**config.mk**
```make
export PLATFORM = sky130hd
export DESIGN_NAME = result_display
export DESIGN_NICKNAME = d
export VERILOG_FILES = /design/src/rtl/result_display.sv
export SDC_FILE = /design/constraint.sdc
export NUM_CORES = 1
export LEC_CHECK = 0
export BUFFER_PORTS_ARGS = -buffer_cell sky130_fd_sc_hd__buf_2
export CAP_MARGIN = 10
export CORE_MARGIN = 1
export CORE_UTILIZATION = 61
export CTS_CLUSTER_SIZE = 24
export DETAILED_ROUTE_END_ITERATION = 8
export PLACE_DENSITY = 0.84
export SETUP_SLACK_MARGIN = 0.15
export SLEW_MARGIN = 30
export SYNTH_ARGS = -nofsm -noshare
export SYNTH_HDL_FRONTEND = slang
export SYNTH_SLANG_ARGS = --single-unit
```
**constraint.sdc**
```tcl
create_clock -name Clk -period 2.2 [get_ports Clk]
set_clock_uncertainty 0.05 [all_clocks]
set_input_delay 0.11 -clock Clk [delete_from_list [all_inputs] [get_ports Clk]]
set_output_delay 0.11 -clock Clk [all_outputs]
set_load 0.02 [all_outputs]
```
**src/rtl/result_display.sv**
```systemverilog
// Captures an adder result with its sign/overflow flags, converts the magnitude to BCD
// bit-serially (double dabble) and scans it onto a 4-digit common-anode display.
// Optional leading-zero blanking: define RESULT_DISPLAY_ZERO_BLANK_EN.
module result_display #(
  parameter int WIDTH       = 8,
  parameter int REFRESH_DIV = 100000
) (
  input  logic             Clk,
  input  logic             Rst_n,
  input  logic             Load,
  input  logic [WIDTH-1:0] Result,
  input  logic             Sign,
  input  logic             Overflow,
  output logic             Busy,
  output logic [6:0]       Seg,
  output logic [3:0]       An
);

  localparam int CW = (REFRESH_DIV > 2) ? $clog2(REFRESH_DIV) : 1;
  localparam int BW = $clog2(WIDTH + 1);

  localparam logic [1:0] IDLE    = 2'd0;
  localparam logic [1:0] CONVERT = 2'd1;
  localparam logic [1:0] SHOW    = 2'd2;

  localparam logic [6:0] SEG_BLANK = 7'b1111111;
  localparam logic [6:0] SEG_DASH  = 7'b0111111;
  localparam logic [6:0] SEG_F     = 7'b0001110;
  localparam logic [6:0] SEG_O     = 7'b1000000;

  function automatic logic [6:0] seg_code(input logic [3:0] v);
    case (v)
      4'd0:    seg_code = 7'b1000000;
      4'd1:    seg_code = 7'b1111001;
      4'd2:    seg_code = 7'b0100100;
      4'd3:    seg_code = 7'b0110000;
      4'd4:    seg_code = 7'b0011001;
      4'd5:    seg_code = 7'b0010010;
      4'd6:    seg_code = 7'b0000010;
      4'd7:    seg_code = 7'b1111000;
      4'd8:    seg_code = 7'b0000000;
      4'd9:    seg_code = 7'b0010000;
      default: seg_code = SEG_BLANK;
    endcase
  endfunction

  logic [1:0]       state_q, state_d;
  logic [BW-1:0]    bit_cnt_q, bit_cnt_d;
  logic [WIDTH-1:0] mag_q, mag_d;
  logic [10:0]      bcd_q, bcd_d;
  logic             sign_q, sign_d, ovf_q, ovf_d;
  logic [11:0]      buf_bcd_q, buf_bcd_d;
  logic             buf_sign_q, buf_sign_d, buf_ovf_q, buf_ovf_d;
  logic             buf_valid_q, buf_valid_d;
  logic [CW-1:0]    scan_cnt_q, scan_cnt_d;
  logic [1:0]       dig_q, dig_d;
  logic [6:0]       seg_q, seg_d;
  logic [3:0]       an_q, an_d;

  logic [10:0]      bcd_adj;
  logic [11:0]      bcd_shift;
  logic [WIDTH-1:0] neg_result;
  logic [3:0]       hund, tens, ones;
  logic             blank_h, blank_t;

  // The WIDTH-bit negation of 0x80 is 0x80, which read unsigned is already 128.
  assign neg_result = (~Result) + {{(WIDTH-1){1'b0}}, 1'b1};

  always_comb begin
    // NOTE: every combinational output gets a default first so no path leaves it unassigned (no latch).
    bcd_adj = bcd_q;
    for (int i = 0; i < 2; i++) begin
      if (bcd_adj[4*i +: 4] >= 4'd5) bcd_adj[4*i +: 4] = bcd_adj[4*i +: 4] + 4'd3;
    end
    bcd_shift = {bcd_adj, mag_q[WIDTH-1]};
  end

  always_comb begin
    state_d     = state_q;
    bit_cnt_d   = bit_cnt_q;
    mag_d       = mag_q;
    bcd_d       = bcd_q;
    sign_d      = sign_q;
    ovf_d       = ovf_q;
    buf_bcd_d   = buf_bcd_q;
    buf_sign_d  = buf_sign_q;
    buf_ovf_d   = buf_ovf_q;
    buf_valid_d = buf_valid_q;
    if (Load) begin
      state_d   = CONVERT;
      bit_cnt_d = BW'(WIDTH);
      mag_d     = Sign ? neg_result : Result;
      bcd_d     = '0;
      sign_d    = Sign;
      ovf_d     = Overflow;
    end else if (state_q == CONVERT) begin
      mag_d     = {mag_q[WIDTH-2:0], 1'b0};
      bcd_d     = bcd_shift[10:0];
      bit_cnt_d = bit_cnt_q - BW'(1);
      // The final shift lands straight in the display buffer, so Busy and the copy coincide.
      if (bit_cnt_q == BW'(1)) begin
        state_d     = SHOW;
        buf_bcd_d   = bcd_shift;
        buf_sign_d  = sign_q;
        buf_ovf_d   = ovf_q;
        buf_valid_d = 1'b1;
      end
    end
  end

  always_comb begin
    scan_cnt_d = scan_cnt_q + CW'(1);
    dig_d      = dig_q;
    if (scan_cnt_q == CW'(REFRESH_DIV - 1)) begin
      scan_cnt_d = '0;
      dig_d      = dig_q + 2'd1;
    end
  end

  always_comb begin
    hund    = buf_bcd_q[11:8];
    tens    = buf_bcd_q[7:4];
    ones    = buf_bcd_q[3:0];
    blank_h = 1'b0;
    blank_t = 1'b0;
`ifdef RESULT_DISPLAY_ZERO_BLANK_EN
    blank_h = (hund == 4'd0);
    blank_t = (hund == 4'd0) && (tens == 4'd0);
`endif
    seg_d = SEG_BLANK;
    if (!buf_valid_q) begin
      seg_d = SEG_BLANK;
    end else if (buf_ovf_q) begin
      case (dig_d)
        2'd0:    seg_d = SEG_F;
        2'd1:    seg_d = SEG_O;
        default: seg_d = SEG_BLANK;
      endcase
    end else begin
      case (dig_d)
        2'd0:    seg_d = seg_code(ones);
        2'd1:    seg_d = blank_t ? SEG_BLANK : seg_code(tens);
        2'd2:    seg_d = blank_h ? SEG_BLANK : seg_code(hund);
        default: seg_d = buf_sign_q ? SEG_DASH : SEG_BLANK;
      endcase
    end
    // Segment data is decoded for the upcoming digit so Seg and An flip on the same edge.
    an_d = ~(4'b0001 << dig_d);
  end

  always_ff @(posedge Clk or negedge Rst_n) begin
    // NOTE: sequential state uses non-blocking assignments so all flops update from pre-edge values.
    if (!Rst_n) begin
      state_q     <= IDLE;
      bit_cnt_q   <= '0;
      mag_q       <= '0;
      bcd_q       <= '0;
      sign_q      <= 1'b0;
      ovf_q       <= 1'b0;
      buf_bcd_q   <= '0;
      buf_sign_q  <= 1'b0;
      buf_ovf_q   <= 1'b0;
      buf_valid_q <= 1'b0;
      scan_cnt_q  <= '0;
      dig_q       <= 2'd0;
      seg_q       <= SEG_BLANK;
      an_q        <= 4'hF;
    end else begin
      state_q     <= state_d;
      bit_cnt_q   <= bit_cnt_d;
      mag_q       <= mag_d;
      bcd_q       <= bcd_d;
      sign_q      <= sign_d;
      ovf_q       <= ovf_d;
      buf_bcd_q   <= buf_bcd_d;
      buf_sign_q  <= buf_sign_d;
      buf_ovf_q   <= buf_ovf_d;
      buf_valid_q <= buf_valid_d;
      scan_cnt_q  <= scan_cnt_d;
      dig_q       <= dig_d;
      seg_q       <= seg_d;
      an_q        <= an_d;
    end
  end

  assign Busy = (state_q == CONVERT);
  assign Seg  = seg_q;
  assign An   = an_q;

endmodule

```
==> After elaboration in Yosys (flattened, before gate mapping) <==
Memories as Yosys holds them, arrays and structs flattened.
Cells that the tools add are included.
{ "totals": {"ff_bits": 72, "latch_bits": 0, "ram_bits": 0, "romBits": 336, "in_bits": 13, "n_memories": 3} }
{ "classes": {"addsub": 6, "n_mul": 0, "n_div": 0, "order_cmp": 2, "n_eq_ne": 5, "n_shift": 1, "muxes": 19, "n_bitwise": 3, "n_reduce_logical": 5} }
{ "mem_list": {"columns": ["memory", "words", "word_bits", "read_ports", "rd_ports_with_merged_regs", "write_ports", "line_no", "text"], "rows": [
  ["(no name shown)", 16, 7, 1, 0, 0, "32", "case (v)"],
  ["(no name shown)", 16, 7, 1, 0, 0, "32", null],
  ["(no name shown)", 16, 7, 1, 0, 0, "32", null]
]} }
{ "ops": {"columns": ["operator", "n"], "rows": [
  ["$mux W8", 3],
  ["$mux W11", 2],
  ["$mux W7", 3],
  ["$pmux W7 S3", 1],
  ["$add A17 B1 Y17 const B", 1],
  ["$eq A17 B17 Y1 const B", 1],
  ["$mux W17", 1],
  ["$mux W4", 4],
  ["$pmux W7 S2", 1],
  ["$add A4 B2 Y4 const B", 2],
  ["$add A8 B1 Y8 const B", 1],
  ["$ge A4 B3 Y1 const B", 2],
  ["$mux W2", 4],
  ["$not A8 Y8", 1],
  ["$eq A2 B1 Y1 const B", 2],
  ["$eq A4 B1 Y1 const B", 1],
  ["$not A4 Y4", 1],
  ["$reduce_bool A2 Y1", 2],
  ["$shl A1 B2 Y4 const A", 1],
  ["$sub A4 B1 Y4 const B", 1],
  ["$reduce_and A3 Y1", 1],
  ["$add A2 B1 Y2 const B", 1],
  ["$eq A2 B2 Y1 const B", 1],
  ["$logic_not A2 Y1", 1],
  ["other kinds (2)", 2]
]} }

==> Longest topological paths before layout <==
{ "logic_depth": {"depth_word": 6, "mapped_depth": 8, "depth_no_buf": 7} }

==> Least setup slack after synthesis <==
OpenSTA, ideal clock, no wires.
{ "synth_path": {"path_kind": "reg2reg", "from": "register scan_cnt_q[0]", "to": "register seg_q[4], in the netlist Seg[4]", "setup_time_ns": 0.097, "t_arrival_ns": 1.755, "t_required_ns": 2.053, "setup_slack_ns": 0.298, "stages_incl_launch_ff": 8, "n_path_buf": 2, "cell_sequence": "dfrtp_1 ha_1 and4_1 and4_1 buf_6 buf_6 o311ai_0 o211ai_1"} }
{ "synth_via": {"elab_chain_len": 6, "word_cells_on_any_way": 9, "classes_between": "3 x eq/ne; 5 x mux; 1 x reduce/logical"} }
{ "synth_rtl": {"columns": ["element", "line_no", "text"], "rows": [
  ["from (decl)", "55", "logic [CW-1:0] scan_cnt_q, scan_cnt_d;"],
  ["from (signal assigned)", "179", "scan_cnt_q <= scan_cnt_d;"],
  ["$eq A17 B17 Y1 (*)", "114", "if (scan_cnt_q == CW'(REFRESH_DIV - 1)) begin"],
  ["$mux W2 (*)", "114", null],
  ["$eq A2 B2 Y1 (tied with other cells)", "140", "case (dig_d)"],
  ["$pmux W7 S3 or $pmux W7 S2 (tied branches)", "140, 134", null],
  ["$mux W7 (*)", "133", "end else if (buf_ovf_q) begin"],
  ["$mux W7 (*)", "131", "if (!buf_valid_q) begin"],
  ["named net seg_d[4]", "57", "logic [6:0] seg_q, seg_d;"],
  ["to (signal assigned)", "181", "seg_q <= seg_d;"],
  ["to (decl)", "57", null]
]} }
Mark *: on every way through the listed nets, which the timed path passes. The rest lies on a longest branch.
A chain may end at the register's enable or synchronous reset.

==> Final worst setup path <==
{ "layout_path": {"from": "register scan_cnt_q[11]", "to": "register seg_q[4], in the netlist Seg[4]"} }
The elaborated chain is that of the path after synthesis.

==> flow_metrics.py <==
metrics = {
    "detailed_routing": {
        "wire_per_inst_um": 15.6,
        "ant_nets": 0,
        "wirelength_um": 9320,
        "vias": 3508,
        "detail_route.first_pass.iterations": 5,
        "drtIter0Drc": 213,
        "via_per_inst": 5.86,
        "remaining_drc_errors": 0,
    },
    "yosys": {
        "synth.area.mux_share_pct": 6.34,
        "synth_top_cells_by_area": "dfrtp_1 35%, ha_1 7.4%, dfstp_2 6.6%, nand2_1 3.9%, mux2_2 3.6%",
        "post_synth_and_or_nand_nor_area_fraction_pct": 17.5,
        "ys_warn_count": 0,
        "synth_area_in_xor_xnor_pct": 6.36,
        "main_combinational_cell_family_by_area_after_synthesis": "simple AND/OR/NAND/NOR gates",
        "synth_top_cell_area_share_pct": 34.8,
        "post_synth_fa_ha_maj_area_fraction_pct": 8.16,
        "number_of_flip_flops_and_latches_in_the_synthesized_netlist": 72,
        "synth_area_um2": 4380,
        "postSynthAreaPerCell_um2": 9.51,
        "post-synth-top-area-cell": "dfrtp_1",
        "synth-edff-count": 0,
        "yosys.cell_types.count": 56,
        "synth_area_in_compound_gates_pct": 15.1,
        "ys_async_sr_fraction_pct": 100,
        "yosysSeqAreaShare_pct": 41.4,
        "post_synth_inst_count": 461,
        "top_ff_cell_synth": "dfrtp_1",
        "synthesis.nets": 500,
    },
    "worst_setup_path": {
        "critPathLaunchType": "flop",
        "timing_worst_setup_path_type": "flop to flop",
        "crit_path_max_fanout": 5,
        "worst_ep_required_time_ps": 2400,
        "worstSetupEndpointType": "flop",
        "worstPathArrival_ps": 2270,
    },
    "cells_and_area": {
        "mostFrequentLayoutCell": "dfrtp_1",
        "final_layout_size_suffix_gt1_share_pct": 21.1,
        "antennaDiodeCount": 0,
        "post-route-util_pct": 72.7,
        "stdcell_area_um2": 4990,
        "layout.filler_cells": 494,
        "most-common-layout-cells": "59 x dfrtp_1, 45 x nand2_1, 29 x a21oi_1",
        "register_area_um2": 1820,
        "design.final.nets": 537,
        "area_growth_syn_to_layout_pct": 13.8,
        "multiInputGateArea_um2": 2380,
    },
    "placed_design": {
        "placement.io_buffers": 24,
        "gp_routability_congestion": 0.868,
        "dpl.hpwl_um": 6410,
        "dpl_cell_area_um2": 4620,
    },
    "cts": {
        "cts_inserted_buffers": 9,
        "cts_max_level": 3,
        "clock_pin_transition_on_the_worst_setup_and_hold_timing_paths_ps": 90,
        "cts_tree": "done",
        "cts_sinks": 72,
        "clock_insertion_delay_worst_skew_ps": 340,
        "clock-root-buffer": "clkbuf_8",
        "max-clock-path-buffers": 2,
    },
    "floorplanning": {
        "num_rows": 30,
        "die_area_um2": 7530,
        "io_count": 25,
        "initial_core_util_pct": 63.8,
        "dieHeight_um": 86.8,
        "floorplan.core_area_um2": 6870,
        "fp.dieW_um": 86.8,
    },
    "timing": {
        "max-slew-margin-rel_pct": 58.0,
        "setup_viol": 0,
        "tns_ps": 0,
        "layout_min_cycle_time_ps": 2060,
        "slew_violations": 0,
        "timing.final.hold_violations": 0,
        "rsz_0062_raised_after_global_routing": "yes",
        "worst_pin_slew_ps": 625,
        "hold-worst-slack_ps": 33.6,
        "fin_crit_sh_pct": 93.8,
        "achievable-frequency_ghz": 0.484,
    },
    "global_route": {
        "overflow": 0,
        "antenna_violations_before_repair": 0,
        "grtUsageMet2_pct": 43.7,
        "globalRoute.busiestLayer": "met2",
        "grt_max_degree": 73,
        "grt_util_met1_pct": 35.3,
        "grtUsageMet3_pct": 4.19,
        "vias_in_the_first_global_route": 3375,
        "grt_pass1_wl_um": 15500,
        "grt_use_total_pct": 26.6,
    },
    "job": {
        "maxCapViolCount": 0,
    },
    "power_and_ir_drop": {
        "p_leak_nw": 2.24,
        "ir_worst_vdd_mv": 0.609,
        "power.density_cell_area_nw_per_um2": 837,
    },
    "run_status": {
        "status": "complete, no violations",
    },
    "min_path": {
        "worstHoldPathType": "primary input to flop",
    },
}
## through the flow
step           worst slack [ps]  total power, mW  instances
5_1_grt                    61.4             4.42        599
3_3_place_gp                190             3.02        569
6_report                    136             4.18        599
3_5_place_dp               83.1             3.09        569
2_1_floorplan               298             2.73        461
4_1_cts                     151             4.17        588
## path summary, 6_finish.rpt
kind                                startpoint        endpoint  slack [ps]  cells past startpoint
worst max-delay path            scan_cnt_q[11]          Seg[4]         140                      6
worst min-delay path                 Result[3]        mag_q[3]          30                      4
worst max register to register  scan_cnt_q[11]          Seg[4]         140                      6
worst min register to register  scan_cnt_q[13]  scan_cnt_q[13]         450                      1
max in group asynchronous                Rst_n          Seg[3]        1500                      3
min in group asynchronous                Rst_n  scan_cnt_q[14]         270                      3
## where the power goes
part           internal (mW)  leakage, nW  switching, mW
Clock                  0.537        0.102          0.545
Sequential              1.57        0.902          0.203
Combinational          0.587         1.24          0.740
Total                   2.69         2.24           1.49
## state kept, by name, indices dropped and copies added, names as in the netlist, 2 cells and up
name / cells
dig_q: 2
scan_cnt_q: 17
mag_q: 8
buf_bcd_q: 12
state_q: 2
An: 4
Seg: 7
bit_cnt_q: 4
bcd_q: 11
## synth_stat cells, types with 4 or more instances
cell      count
dfstp_2      11
nor2_1       28
a21oi_1      29
clkbuf_1     17
o211ai_1      4
nand2_1      45
a211oi_1      7
nor3_1        7
o22ai_1       7
inv_1        27
ha_1         26
nor2b_1       7
nand4_1       6
xor2_1       13
xnor2_1      17
and2_1        8
dfrtp_1      61
buf_2         6
o31ai_1       6
mux2_2       14
o21ai_0      20
mux2i_1      12
nand3_1      14
nor4_1        5
nand2b_1     16
## area by class of cell
| type | instances | share of cell area (%) |
|---|---|---|
| clock inverter | 7 | 1.60 |
| tap | 96 | 2.41 |
| inverter | 28 | 2.11 |
| sequential | 72 | 36.4 |
| clock buffer | 9 | 2.48 |
| multi-input combinational | 335 | 47.8 |
| timing repair buffer | 52 | 7.19 |
## per-layer routing
| layer | vias to the layer above | part of all wire (%) |
|---|---|---|
| met1 | 1685 | 45 |
| met2 | 115 | 49 |
| li1 | 1689 | - |
| met4 | 0 | 1.8 |
| met3 | 19 | 4.0 |
| met5 | - | 0 |
## kinds of logic after synthesis
| logic type | count (synthesis) |
|---|---|
| AND/OR/NAND/NOR | 148 |
| AO/OA/AOI/OAI | 101 |
| flip-flops | 72 |
| buffers and inverters | 54 |
| XOR/XNOR | 31 |
| adder cells (fa/ha/maj) | 29 |
| multiplexers | 26 |
## worst max-delay path, cell delays in order (launching register included)
cell	delay (ps)
dfrtp_2	460
nor4b_4	400
buf_4	190
nand4_4	180
nor2_1	330
a221oi_1	150
o211ai_1	220
## repair_timing
| action | 4_1_cts | 5_1_grt |
|---|---|---|
| gates resized for setup | 3 | 10 |
| endpoints found under the setup margin | 2 | 6 |
| pin swaps | 1 | 7 |
| buffers inserted | 0 | 10 |
| cloned | 0 | 1 |
| hold buffers | 3 | 0 |
| endpoints found under the hold margin | 63 | 0 |
Power figures use the tool's default switching activity.
